## config.mk

```make
export PLATFORM = sky130hd
export DESIGN_NAME = pipe_reg_chain
export DESIGN_NICKNAME = d
export VERILOG_FILES = /design/src/rtl/pipe_reg_chain.sv
export SDC_FILE = /design/constraint.sdc
export NUM_CORES = 1
export LEC_CHECK = 0
export BUFFER_PORTS_ARGS = -buffer_cell sky130_fd_sc_hd__buf_4
export CAP_MARGIN = 5
export CORE_ASPECT_RATIO = 2
export CORE_MARGIN = 8
export CORE_UTILIZATION = 45
export CTS_CLUSTER_DIAMETER = 60
export CTS_CLUSTER_SIZE = 28
export DETAILED_ROUTE_END_ITERATION = 8
export PLACE_DENSITY = 0.78
export SYNTH_ARGS = -nofsm -noshare
export SYNTH_HDL_FRONTEND = slang
export SYNTH_SLANG_ARGS = --single-unit
export TNS_END_PERCENT = 1
```

## constraint.sdc

```tcl
create_clock -name clk -period 1.7 [get_ports clk]
set_input_delay 0.085 -clock clk [delete_from_list [all_inputs] [get_ports clk]]
set_output_delay 0.085 -clock clk [all_outputs]
set_load 0.02 [all_outputs]
```

## src/rtl/pipe_reg_chain.sv

```systemverilog
// Elastic register chain: DEPTH stages of WIDTH-bit data, with a valid/ready
// handshake on both ends, a synchronous flush and an occupancy count.
// Bubbles are squeezed out under back-pressure, and full-rate streaming is
// sustained even when every stage is full.
module pipe_reg_chain #(
  parameter int unsigned       WIDTH     = 32,
  parameter int unsigned       DEPTH     = 2,
  parameter logic [WIDTH-1:0]  RESET_VAL = '0
) (
  input  logic                       clk,
  input  logic                       reset,
  input  logic                       flush_i,
  input  logic                       in_valid_i,
  output logic                       in_ready_o,
  input  logic [WIDTH-1:0]           in_data_i,
  output logic                       out_valid_o,
  input  logic                       out_ready_i,
  output logic [WIDTH-1:0]           out_data_o,
  output logic [$clog2(DEPTH+1)-1:0] occupancy_o
);

  localparam int unsigned CntW = $clog2(DEPTH + 1);

  logic [DEPTH-1:0] v_q, v_d;
  logic [WIDTH-1:0] d_q  [DEPTH];
  logic [WIDTH-1:0] d_d  [DEPTH];
  // rdy[i]: stage i can take a word this cycle; rdy[DEPTH] is the downstream ready
  logic [DEPTH:0]   rdy;
  // Upstream offer into each stage: the chain input for stage 0, else the previous stage
  logic [DEPTH-1:0] up_v;
  logic [WIDTH-1:0] up_d [DEPTH];
  logic [CntW-1:0]  cnt;

  // Ready ripples back from the output: a stage is ready if empty or if it can drain
  always_comb begin
    logic run;
    rdy        = '0;
    run        = out_ready_i;
    rdy[DEPTH] = out_ready_i;
    for (int i = int'(DEPTH) - 1; i >= 0; i--) begin
      run    = ~v_q[i] | run;
      rdy[i] = run;
    end
  end

  assign in_ready_o = rdy[0] & ~flush_i;

  // Source of each stage's incoming transfer
  always_comb begin
    up_v    = '0;
    up_v[0] = in_valid_i & in_ready_o;
    up_d[0] = in_data_i;
    for (int unsigned i = 1; i < DEPTH; i++) begin
      up_v[i] = v_q[i-1];
      up_d[i] = d_q[i-1];
    end
  end

  // Next-state: receive when offered and ready; otherwise a valid stage stays valid
  // only if it cannot send. Flush clears every valid and blocks every transfer.
  always_comb begin
    v_d = '0;
    for (int unsigned i = 0; i < DEPTH; i++) begin
      d_d[i] = d_q[i];
      if (!flush_i) begin
        v_d[i] = (up_v[i] & rdy[i]) | (v_q[i] & ~rdy[i+1]);
        if (up_v[i] && rdy[i]) begin
          d_d[i] = up_d[i];
        end
      end
    end
  end

  // State registers with synchronous reset; reset wins over flush and transfers
  always_ff @(posedge clk) begin
    if (reset) begin
      v_q <= '0;
      for (int unsigned i = 0; i < DEPTH; i++) begin
        d_q[i] <= RESET_VAL;
      end
    end else begin
      v_q <= v_d;
      for (int unsigned i = 0; i < DEPTH; i++) begin
        d_q[i] <= d_d[i];
      end
    end
  end

  // Occupancy is the number of valid stages
  always_comb begin
    cnt = '0;
    for (int unsigned i = 0; i < DEPTH; i++) begin
      cnt = cnt + CntW'(v_q[i]);
    end
  end

  assign occupancy_o = cnt;
  assign out_valid_o = v_q[DEPTH-1];
  assign out_data_o  = d_q[DEPTH-1];

endmodule

```

# Yosys cells after proc, flatten, opt, wreduce, memory -nomap -nowiden
# Memories as Yosys holds them, arrays and structs flattened.
# Index checks and enable logic that the tools add are counted.
# word_totals
n_memories	1
ram_bits	64
input_bits	37
ff_bits	2
# mem_list
memory	words	width	read_ports	rd_ports_with_merged_regs	wr	line	source
d_q	2	32	2	0	2	25	logic [WIDTH-1:0] d_q [DEPTH];
# op_classes
n_reduce_logical	3
muxes	9
add_sub_neg	1
bitwise	17
# ops
operator	n
32-bit 2-to-1 mux	6
1-bit bitwise AND	6
1-bit OR	6
1-bit NOT	5
1-bit 2-to-1 mux	3
1-bit by 1-bit adder with 2-bit output	1
1-bit logical AND	2
2-bit OR reduction	1

# Longest topological paths before layout
# Gate-level depths: netlist of run 1.
# logic_depth
ltp_word	9
mapped_depth	5
mapped_depth_nobuf	3

# Worst setup path after synthesis of run 1
# Ideal clock, no wire load.
# synth_path
path_kind	register -> register
start	reg v_q[1]
end	mem d_q[0][0]
t_required_ps	1628
period_less_slack_ps	1350
setup_time_ps	72
path_stages_with_launch	6
arrival_ps	1278
setup_slack_ps	350
cell_sequence	dfxtp_1 -> nor2b_1 -> buf_6 -> a21oi_4 -> buf_12 -> mux2i_1
# synth_rtl
item	line	source
start, declared	24	logic [DEPTH-1:0] v_q, v_d;
start signal, assigned	82	v_q <= v_d;
end, declared	25	

# Worst setup path in the final report of run 1
# layout_path
start	reg v_q[1]
end	out in_ready_o
# layout_via
elab_chain_cells	4
# layout_lines
item	line	source
1-bit NOT	41	run = ~v_q[i] | run;
1-bit OR (2 in series)	41	
1-bit bitwise AND	46	assign in_ready_o = rdy[0] & ~flush_i;
end, declared	14	output logic in_ready_o,
# No other way between the ends.

==> results by group, run 1 <==
Synth
  – Largest area contributor in the synthesized netlist: dfxtp_1
  – Synth Cell Area: 0.00304 mm^2
  – Mean Syn Cell Area: 9.21 um^2
  – Syn Nets: 368
  – Top cell type's share of synthesized area: 43.5%
  – Mapped Cells: 330
  – Area contributors post-synth: dfxtp_1 (43%), nand2b_1 (14%), mux2i_1 (11%)
  – Synth unique cells: 18
  – YS warnings: 0
  – Seq/Total Area, Yosys: 43.5%
  – FF+latch count, synth: 66

Drt
  – Final routed DRC violation total: 0
  – Via density: 4.94
  – Mean routed wirelength per cell: 14.6 um
  – Final wirelength: 6700 um
  – Vias: 2,269
  – Final ANT Viol Nets: 0
  – DRT Pass-1 Iters: 4
  – DRT iter0 DRCs: 182

STA
  – Final period utilization: 87.8%
  – Worst Tran Pin Value: 0.387 ns
  – Fin crit period: 1.49 ns
  – Clk_skew: 0.00672 ns
  – Slew Viols, Final: 0
  – Setup TNS: 0 ns
  – RSZ-0062 raised after global routing: no
  – Max-slew headroom: 74.2%
  – Fin Hold WS: 0.0206 ns
  – Endpoints failing hold: 0
  – Setup violations, final: 0
  – Max Fclk: 0.670 GHz

Placement
  – Gpl congestion: 0.761
  – Post-DP HPWL: 4670 um
  – Placed cells: 442
  – Port-buffer cells: 72

Hold path
  – Hold crit path type: in -> reg

Worst setup path
  – Slowest cell on crit path: dfxtp_1
  – CP delay by family, top: buffers and inverters
  – Crit path required time: 1.62 ns
  – Worst path buffer plus inverter count: 2
  – WP data arrival: 1.41 ns
  – Max Fanout on Critical Path: 12
  – Setup CP Type: reg -> out
  – CP dominant cell by count: buf_4
  – Critical path's largest stage delay: 0.36 ns
  – Startpoint Class: flip-flop
  – Sequence of cells on the critical path: nor2b_2, buf_4, a21oi_1, buf_4
  – Nature of the critical path endpoint: output port

Job
  – Max-cap violation count: 0

Power
  – Leak pwr: 1.50 nW
  – Max VDD drop: 0.791 mV
  – Power per cell area: 1130 mW/mm^2

Floorplan
  – Rows: 42
  – Die area: 0.00980 mm^2
  – Die width: 74.1 um
  – Die Y: 132 um
  – CORE AREA: 0.00657 mm^2
  – I/O Pins: 73
  – Starting Density: 46.2%

Global routing
  – Congestion Overflow GR: 0
  – All-layer global routing usage: 14.5%
  – Global-route wire length before repair: 11,000 um
  – Antenna violations before repair: 0
  – Vias in the first global route: 2,366
  – Largest net degree at the start of global routing: 49

Layout
  – Non-Filler Instances: 459
  – Antenna fix cells: 0
  – Most common cell after layout, fill and taps aside: buf_4
  – Share of cells above drive strength 1: 27.8%
  – Syn-to-layout area delta: 23.8%
  – Nets@finish: 404
  – Highest-count cells in the layout ignoring fill and taps: buf_4 (83), nand2b_1 (66), dfxtp_1 (66)

Clock tree
  – Reg clk slew, reported paths: 0.05 ns
  – Clk root buf: clkbuf_16
  – H-Tree Depth: 3
  – CTS buffer count: 9
  – Clock sinks: 66
  – TritonCTS clock tree: built
  – Clock latency on the worst-skew pair: 0.33 ns
  – # Post-CTS Setup Buffers: 0
  – Clock Tree Buf Depth: 2

Status
  – Status: finished, final reports clean
## cells in the mapped netlist
| cell type | n |
|---|---|
| nor2_1 | 1 |
| clkbuf_1 | 16 |
| nand2b_1 | 66 |
| a21oi_1 | 34 |
| mux2i_1 | 32 |
| buf_6 | 4 |
| or2b_1 | 1 |
| ha_1 | 1 |
| buf_2 | 5 |
| nor2b_1 | 2 |
| a21oi_4 | 1 |
| buf_4 | 32 |
| o21ai_1 | 8 |
| o21ai_0 | 24 |
| nand3_1 | 32 |
| nor3_1 | 2 |
| buf_12 | 3 |
| dfxtp_1 | 66 |
## flip-flops by register name (all words and copies together), names as in the netlist
name,flops
v_q,2
d_q,64
## worst min-delay path: cells and delay by family
| family | cells | cell delay (ns) |
|---|---|---|
| buf+inv | 1 | 0.10 |
| simple gates | 1 | 0.05 |
| mux | 1 | 0.06 |
## routing by layer
metal  share of wire [%]  up-vias  global-route usage (%)
met1                  38     1053                    14.8
li1                    -     1148                       -
met4                 2.1        0                    7.74
met2                  54       57                    25.0
met5                   0        -                       0
met3                 5.6       11                    4.42
## repair_timing
action | 4_1_cts | 5_1_grt
gates resized for setup | 0 | 0
hold endpoints to repair | 2 | 0
hold buffers | 1 | 0
## through the flow
stage	power [mW]	cell area (um^2)	util (%)	setup WS, ns
floorplan	1.83	3040	-	0.350
global placement	1.92	3370	51.2	0.471
detailed placement	1.92	3370	51.2	0.419
CTS	4.27	3760	57.3	0.199
global route	4.38	3760	57.3	0.0933
finish	4.24	3760	57.3	0.207
## logic make-up (layout without fill, tap and decap cells)
family,count (synthesis),in the layout,synth area share [%]
simple gates,104,104,20.0
compound gates,67,67,11.4
flops,66,66,43.5
buf+inv,60,101,14.2
mux,32,32,10.5
fa+ha+maj,1,1,0.412
## path summary, 6_finish.rpt
check / startpoint / end / slack [ns] / depth (start not counted)
worst max-delay path: v_q[1] / in_ready_o / 0.21 / 4
worst min-delay path: in_data_i[24] / d_q[0][24] / 0.02 / 3
worst max register to register: v_q[1] / d_q[0][11] / 0.37 / 4
worst min register to register: d_q[0][29] / d_q[0][61] / 0.46 / 2
## final cells by class
cell class | count | area [um^2]
multi-input cells | 204 | 1290
fillers | 582 | 2810
repair buffers | 85 | 653
well taps | 88 | 110
clock buffers | 12 | 267
clock inverters | 4 | 120
flip-flops and latches | 66 | 1320
## power by group
group	internal, mW	switching [mW]	total (mW)
registers	1.59	0.0231	1.62
logic	0.148	0.127	0.275
clock network	1.70	0.647	2.35
total	3.44	0.797	4.24
Power figures use the tool's default switching activity.
==> run 2: changes to the inputs <==
==> constraint.sdc (replaced) <==
create_clock -name clk -period 1.7 [get_ports clk]
set_input_delay 0.255 -clock clk [delete_from_list [all_inputs] [get_ports clk]]
set_output_delay 0.255 -clock clk [all_outputs]
set_load 0.02 [all_outputs]
==> results by group, run 2 (same netlist as run 1, synthesis figures left out) <==
Status
  – Status: finished, final reports clean (unchanged)

Floorplan
  – Die area: 0.00980 mm^2 (unchanged)
  – Die width: 74.1 um (unchanged)
  – Starting Density: 46.2% (unchanged)
  – I/O Pins: 73 (unchanged)
  – Die Y: 132 um (unchanged)
  – Rows: 42 (unchanged)
  – CORE AREA: 0.00657 mm^2 (unchanged)

Layout
  – Antenna fix cells: 0 (unchanged)
  – Max reg flops: 64 (unchanged)
  – Share of cells above drive strength 1: 27.2% (was 27.8%)
  – Most common cell after layout, fill and taps aside: buf_4 (unchanged)
  – Largest Register: d_q (unchanged)
  – Largest regs: d_q x64, v_q x2 (unchanged)
  – Nets@finish: 400 (was 404)
  – Syn-to-layout area delta: 20.8% (was 23.8%)
  – Highest-count cells in the layout ignoring fill and taps: buf_4 (79), nand2b_1 (66), dfxtp_1 (66) (was buf_4 (83), nand2b_1 (66), dfxtp_1 (66))

Global routing
  – All-layer global routing usage: 14.4% (was 14.5%)
  – Congestion Overflow GR: 0 (unchanged)
  – Largest net degree at the start of global routing: 60 (was 49)
  – Antenna violations before repair: 0 (unchanged)
  – Global-route wire length before repair: 10,800 um (was 11,000 um)
  – Vias in the first global route: 2,231 (was 2,366)

Worst setup path
  – Setup crit start: v_q[1] (unchanged)
  – R2r startpoint: v_q[0] (was v_q[1])
  – Nature of the critical path endpoint: output port (unchanged)
  – Startpoint Class: flip-flop (unchanged)
  – WP data arrival: 1.34 ns (was 1.41 ns)
  – Setup CP Type: reg -> out (unchanged)
  – Crit path required time: 1.44 ns (was 1.62 ns)
  – Max Fanout on Critical Path: 13 (was 12)
  – FF-to-FF path depth: 4 (unchanged)

Drt
  – Final ANT Viol Nets: 0 (unchanged)
  – Mean routed wirelength per cell: 15.0 um (was 14.6 um)
  – DRT iter0 DRCs: 143 (was 182)
  – DRT Pass-1 Iters: 4 (unchanged)
  – Final routed DRC violation total: 0 (unchanged)
  – Vias: 2,262 (was 2,269)
  – Via density: 4.97 (was 4.94)
  – Final wirelength: 6810 um (was 6700 um)

Clock tree
  – Hold_buf cts: 0 (was 1)
  – TritonCTS clock tree: built (unchanged)
  – Clk root buf: clkbuf_16 (unchanged)
  – Clock Tree Buf Depth: 2 (unchanged)
  – H-Tree Depth: 3 (unchanged)
  – # Post-CTS Setup Buffers: 0 (unchanged)
  – Clock sinks: 66 (unchanged)
  – Reg clk slew, reported paths: 0.05 ns (about the same)
  – Clock latency on the worst-skew pair: 0.33 ns (about the same)
  – CTS buffer count: 9 (unchanged)

Hold path
  – Hold path depth: 2 (was 3)
  – Min-delay src: flush_i (was in_data_i[24])
  – Hold crit path type: in -> reg (unchanged)

Job
  – Max-cap violation count: 0 (unchanged)

Placement
  – Port-buffer cells: 72 (unchanged)
  – Post-DP HPWL: 4500 um (was 4670 um)
  – Pre-CTS WS: 0.344 ns (was 0.419 ns)
  – Gpl congestion: 0.788 (was 0.761)

STA
  – Fin crit period: 1.60 ns (was 1.49 ns)
  – Fin Hold WS: 0.142 ns (was 0.0206 ns)
  – Clk_skew: 0.00435 ns (was 0.00672 ns)
  – Final period utilization: 93.9% (was 87.8%)
  – Endpoints failing hold: 0 (unchanged)
  – Setup violations, final: 0 (unchanged)
  – Worst setup margin: 0.103 ns (was 0.207 ns)
  – Max Fclk: 0.626 GHz (was 0.670 GHz)
  – Max-slew headroom: 75.1% (was 74.2%)
  – Worst Tran Pin Value: 0.374 ns (was 0.387 ns)
  – Slew Viols, Final: 0 (unchanged)
  – Setup TNS: 0 ns (unchanged)
  – RSZ-0062 raised after global routing: no (unchanged)

Power
  – Power per cell area: 1050 mW/mm^2 (was 1130 mW/mm^2)
  – Max VDD drop: 0.613 mV (was 0.791 mV)
  – Leak pwr: 1.45 nW (was 1.50 nW)
[run 2: power by group]
group          leakage (nW)  switching, mW  internal [mW]  total, mW
clock network         0.162          0.646           1.31       1.96
logic                 0.756          0.125          0.145      0.270
registers             0.536         0.0249           1.59       1.62
[run 2: path summary, 6_finish.rpt]
kind | to | slack, ns
setup / recovery | in_ready_o | 0.10
hold / removal | v_q[0] | 0.14
setup reg to reg | d_q[0][34] | 0.28
hold reg to reg | d_q[0][38] | 0.46
[run 2: area by class of cell]
type	instances	area, um^2
fillers	612	2900
clock inverters	6	80.1
repair buffers	81	624
clock buffers	10	239
multi-input cells	204	1300
well taps	88	110
flip-flops and latches	66	1320
[run 2: layer usage]
layer  vias up  part of all wire [%]  GRT usage, %
met2        58                    55          25.8
met1      1057                    37          13.5
met5         -                     0             0
met3         8                   5.8          4.80
li1       1139                     -             -
met4         0                   1.8          7.51
[run 2: stage by stage]
stage	cells	instance area (um^2)	utilization (%)	power (mW)
after detailed placement	439	3340	50.9	1.92
final	455	3670	55.9	3.85
after CTS	455	3670	55.8	3.89
after global routing	455	3670	55.9	3.96
after global placement	439	3340	50.9	1.91
after floorplan	330	3040	-	1.83
[run 2: repair_timing]
item	in CTS	in global routing
gates resized for setup	1	1
setup endpoints to repair	1	1
cloned	0	0
[run 2: worst max-delay path: stages (launching register included)]
cell	delay [ns]
dfxtp_1	0.38
nor2b_4	0.22
buf_6	0.17
a21oi_1	0.07
buf_4	0.17
==> run 3: changes to the inputs <==
--- a/config.mk
+++ b/config.mk
@@ -5,7 +5,7 @@
 export SDC_FILE = /design/constraint.sdc
 export NUM_CORES = 1
 export LEC_CHECK = 0
-export BUFFER_PORTS_ARGS = -buffer_cell sky130_fd_sc_hd__buf_4
+export BUFFER_PORTS_ARGS = -buffer_cell sky130_fd_sc_hd__buf_2
 export CAP_MARGIN = 5
 export CORE_ASPECT_RATIO = 2
 export CORE_MARGIN = 8
==> results by group, run 3 (same netlist as run 1, synthesis figures left out) <==
Layout
  – Antenna fix cells: 0 (unchanged)
  – Max reg flops: 64 (unchanged)
  – Final core utilization: 53.5% (was 55.9%)
  – Most common cell after layout, fill and taps aside: buf_2 (was buf_4)
  – Nets@finish: 399 (was 400)
  – Syn-to-layout area delta: 15.6% (was 20.8%)
  – Largest Register: d_q (unchanged)
  – Largest regs: d_q x64, v_q x2 (unchanged)
  – Share of cells above drive strength 1: 27.0% (was 27.2%)
  – Highest-count cells in the layout ignoring fill and taps: buf_2 (72), nand2b_1 (66), dfxtp_1 (66) (was buf_4 (79), nand2b_1 (66), dfxtp_1 (66))
  – FILL cells: 615 (was 612)
  – Final instance area: 0.00351 mm^2 (was 0.00367 mm^2)

Global routing
  – All-layer global routing usage: 14.1% (was 14.4%)
  – Global-route wire length before repair: 10,800 um (unchanged)
  – Congestion Overflow GR: 0 (unchanged)
  – Antenna violations before repair: 0 (unchanged)
  – Vias in the first global route: 2,307 (was 2,231)
  – Largest net degree at the start of global routing: 99 (was 60)

STA
  – Fin crit period: 1.62 ns (was 1.60 ns)
  – Max-slew headroom: 68.1% (was 75.1%)
  – Clk_skew: 0.00430 ns (was 0.00435 ns)
  – Endpoints failing hold: 0 (unchanged)
  – Max Fclk: 0.617 GHz (was 0.626 GHz)
  – Final period utilization: 95.4% (was 93.9%)
  – Setup violations, final: 0 (unchanged)
  – Worst Tran Pin Value: 0.478 ns (was 0.374 ns)
  – Worst setup margin: 0.0790 ns (was 0.103 ns)
  – Fin Hold WS: 0.177 ns (was 0.142 ns)
  – Slew Viols, Final: 0 (unchanged)

Worst setup path
  – Setup CP Type: reg -> out (unchanged)
  – Startpoint Class: flip-flop (unchanged)
  – Nature of the critical path endpoint: output port (unchanged)
  – Crit path required time: 1.44 ns (about the same)
  – WP data arrival: 1.37 ns (was 1.34 ns)
  – Max Fanout on Critical Path: 13 (unchanged)

Drt
  – Vias: 2,254 (was 2,262)
  – DRT iter0 DRCs: 99 (was 143)
  – Final wirelength: 6610 um (was 6810 um)
  – Mean routed wirelength per cell: 14.6 um (was 15.0 um)
  – Final ANT Viol Nets: 0 (unchanged)
  – Via density: 4.96 (was 4.97)
  – DRT Pass-1 Iters: 4 (unchanged)
  – Final routed DRC violation total: 0 (unchanged)

Placement
  – Port-buffer cells: 72 (unchanged)
  – DP Area: 0.00317 mm^2 (was 0.00334 mm^2)
  – Pre-CTS WS: 0.250 ns (was 0.344 ns)
  – Gpl congestion: 0.825 (was 0.788)
  – Post-DP HPWL: 4390 um (was 4500 um)

Clock tree
  – TritonCTS clock tree: built (unchanged)
  – Hold_buf cts: 0 (unchanged)
  – Clk root buf: clkbuf_16 (unchanged)
  – H-Tree Depth: 3 (unchanged)
  – Clock latency on the worst-skew pair: 0.32 ns (was 0.33 ns)
  – CTS buffer count: 9 (unchanged)
  – Clock Tree Buf Depth: 2 (unchanged)
  – Reg clk slew, reported paths: 0.05 ns (about the same)
  – Clock sinks: 66 (unchanged)

Power
  – Net Sw Frac: 20.1% (was 20.7%)
  – Power per cell area: 1110 mW/mm^2 (was 1050 mW/mm^2)
  – Clock Power Share: 52.2% (was 50.9%)
  – Reg power frac: 41.6% (was 42.1%)
  – Total internal power: 3.11 mW (was 3.05 mW)
  – NetSw: 784 uW (was 796 uW)
  – Max VDD drop: 0.564 mV (was 0.613 mV)
  – Gate power share: 6.2% (was 7.0%)
  – Leak pwr: 1.43 nW (was 1.45 nW)

Floorplan
  – Die area: 0.00980 mm^2 (unchanged)
  – CORE AREA: 0.00657 mm^2 (unchanged)
  – Rows: 42 (unchanged)
  – Starting Density: 46.2% (unchanged)
  – Die Y: 132 um (unchanged)
  – Die width: 74.1 um (unchanged)
  – I/O Pins: 73 (unchanged)

Hold path
  – Hold crit path type: in -> reg (unchanged)

Job
  – Max-cap violation count: 0 (unchanged)

Status
  – Status: finished, final reports clean (unchanged)
## run 3: cell count changes in the layout (fill, tap and decap cells not counted)
cell	previous run	this run
buf_4	79	6
buf_2	0	72
clkinv_2	4	1
clkbuf_8	1	3
buf_12	1	2
buf_6	1	0
clkinvlp_4	0	1
## run 3: final timing paths
path             start  slack, ns  depth (start not counted)          to
max             v_q[1]       0.08                          4  in_ready_o
min            flush_i       0.18                          2      v_q[0]
max reg2reg     v_q[0]       0.22                          4  d_q[0][50]
min reg2reg  d_q[0][7]       0.47                          2  d_q[0][39]
## run 3: power by group through the flow
| stage | Clock, mW | Combinational, mW | Sequential [mW] |
|---|---|---|---|
| 6_report | 2.03 | 0.241 | 1.62 |
| 4_1_cts | 2.08 | 0.243 | 1.62 |
| 5_1_grt | 2.14 | 0.265 | 1.62 |
| 3_5_place_dp | 0 | 0.242 | 1.65 |
| 3_3_place_gp | 0 | 0.235 | 1.65 |
| 2_1_floorplan | 0 | 0.183 | 1.64 |
## run 3: layout make-up
class / instances / area (um^2) / share of cell area (%)
clock inverters: 4 / 72.6 / 2.07
multi-input cells: 204 / 1300 / 36.9
flip-flops and latches: 66 / 1320 / 37.6
clock buffers: 12 / 267 / 7.59
well taps: 88 / 110 / 3.14
repair buffers: 80 / 445 / 12.7
## run 3: layer usage
layer	up-vias	track usage, %	wire [um]
met5	-	0	0
met4	0	9.30	219
met3	12	3.35	312
met2	54	23.8	3400
met1	1052	14.6	2680
li1	1136	-	-
## run 3: timing repair
| item | in CTS | in global routing |
|---|---|---|
| resized for setup | 0 | 1 |
| endpoints found under the setup margin | 0 | 1 |
| setup buffers | 0 | 0 |
## run 3: metrics by stage
stage          instances   TNS, ns  power [mW]
6_report             454         0        3.89
4_1_cts              454         0        3.95
3_3_place_gp         438         0        1.88
5_1_grt              454  -0.00633        4.03
2_1_floorplan        330         0        1.83
3_5_place_dp         438         0        1.89
## run 3: critical path, stage by stage (launching register included)
cell and delay (ns):
dfxtp_1 0.37, nor2b_4 0.21, buf_4 0.20, a21oi_1 0.09, buf_2 0.17
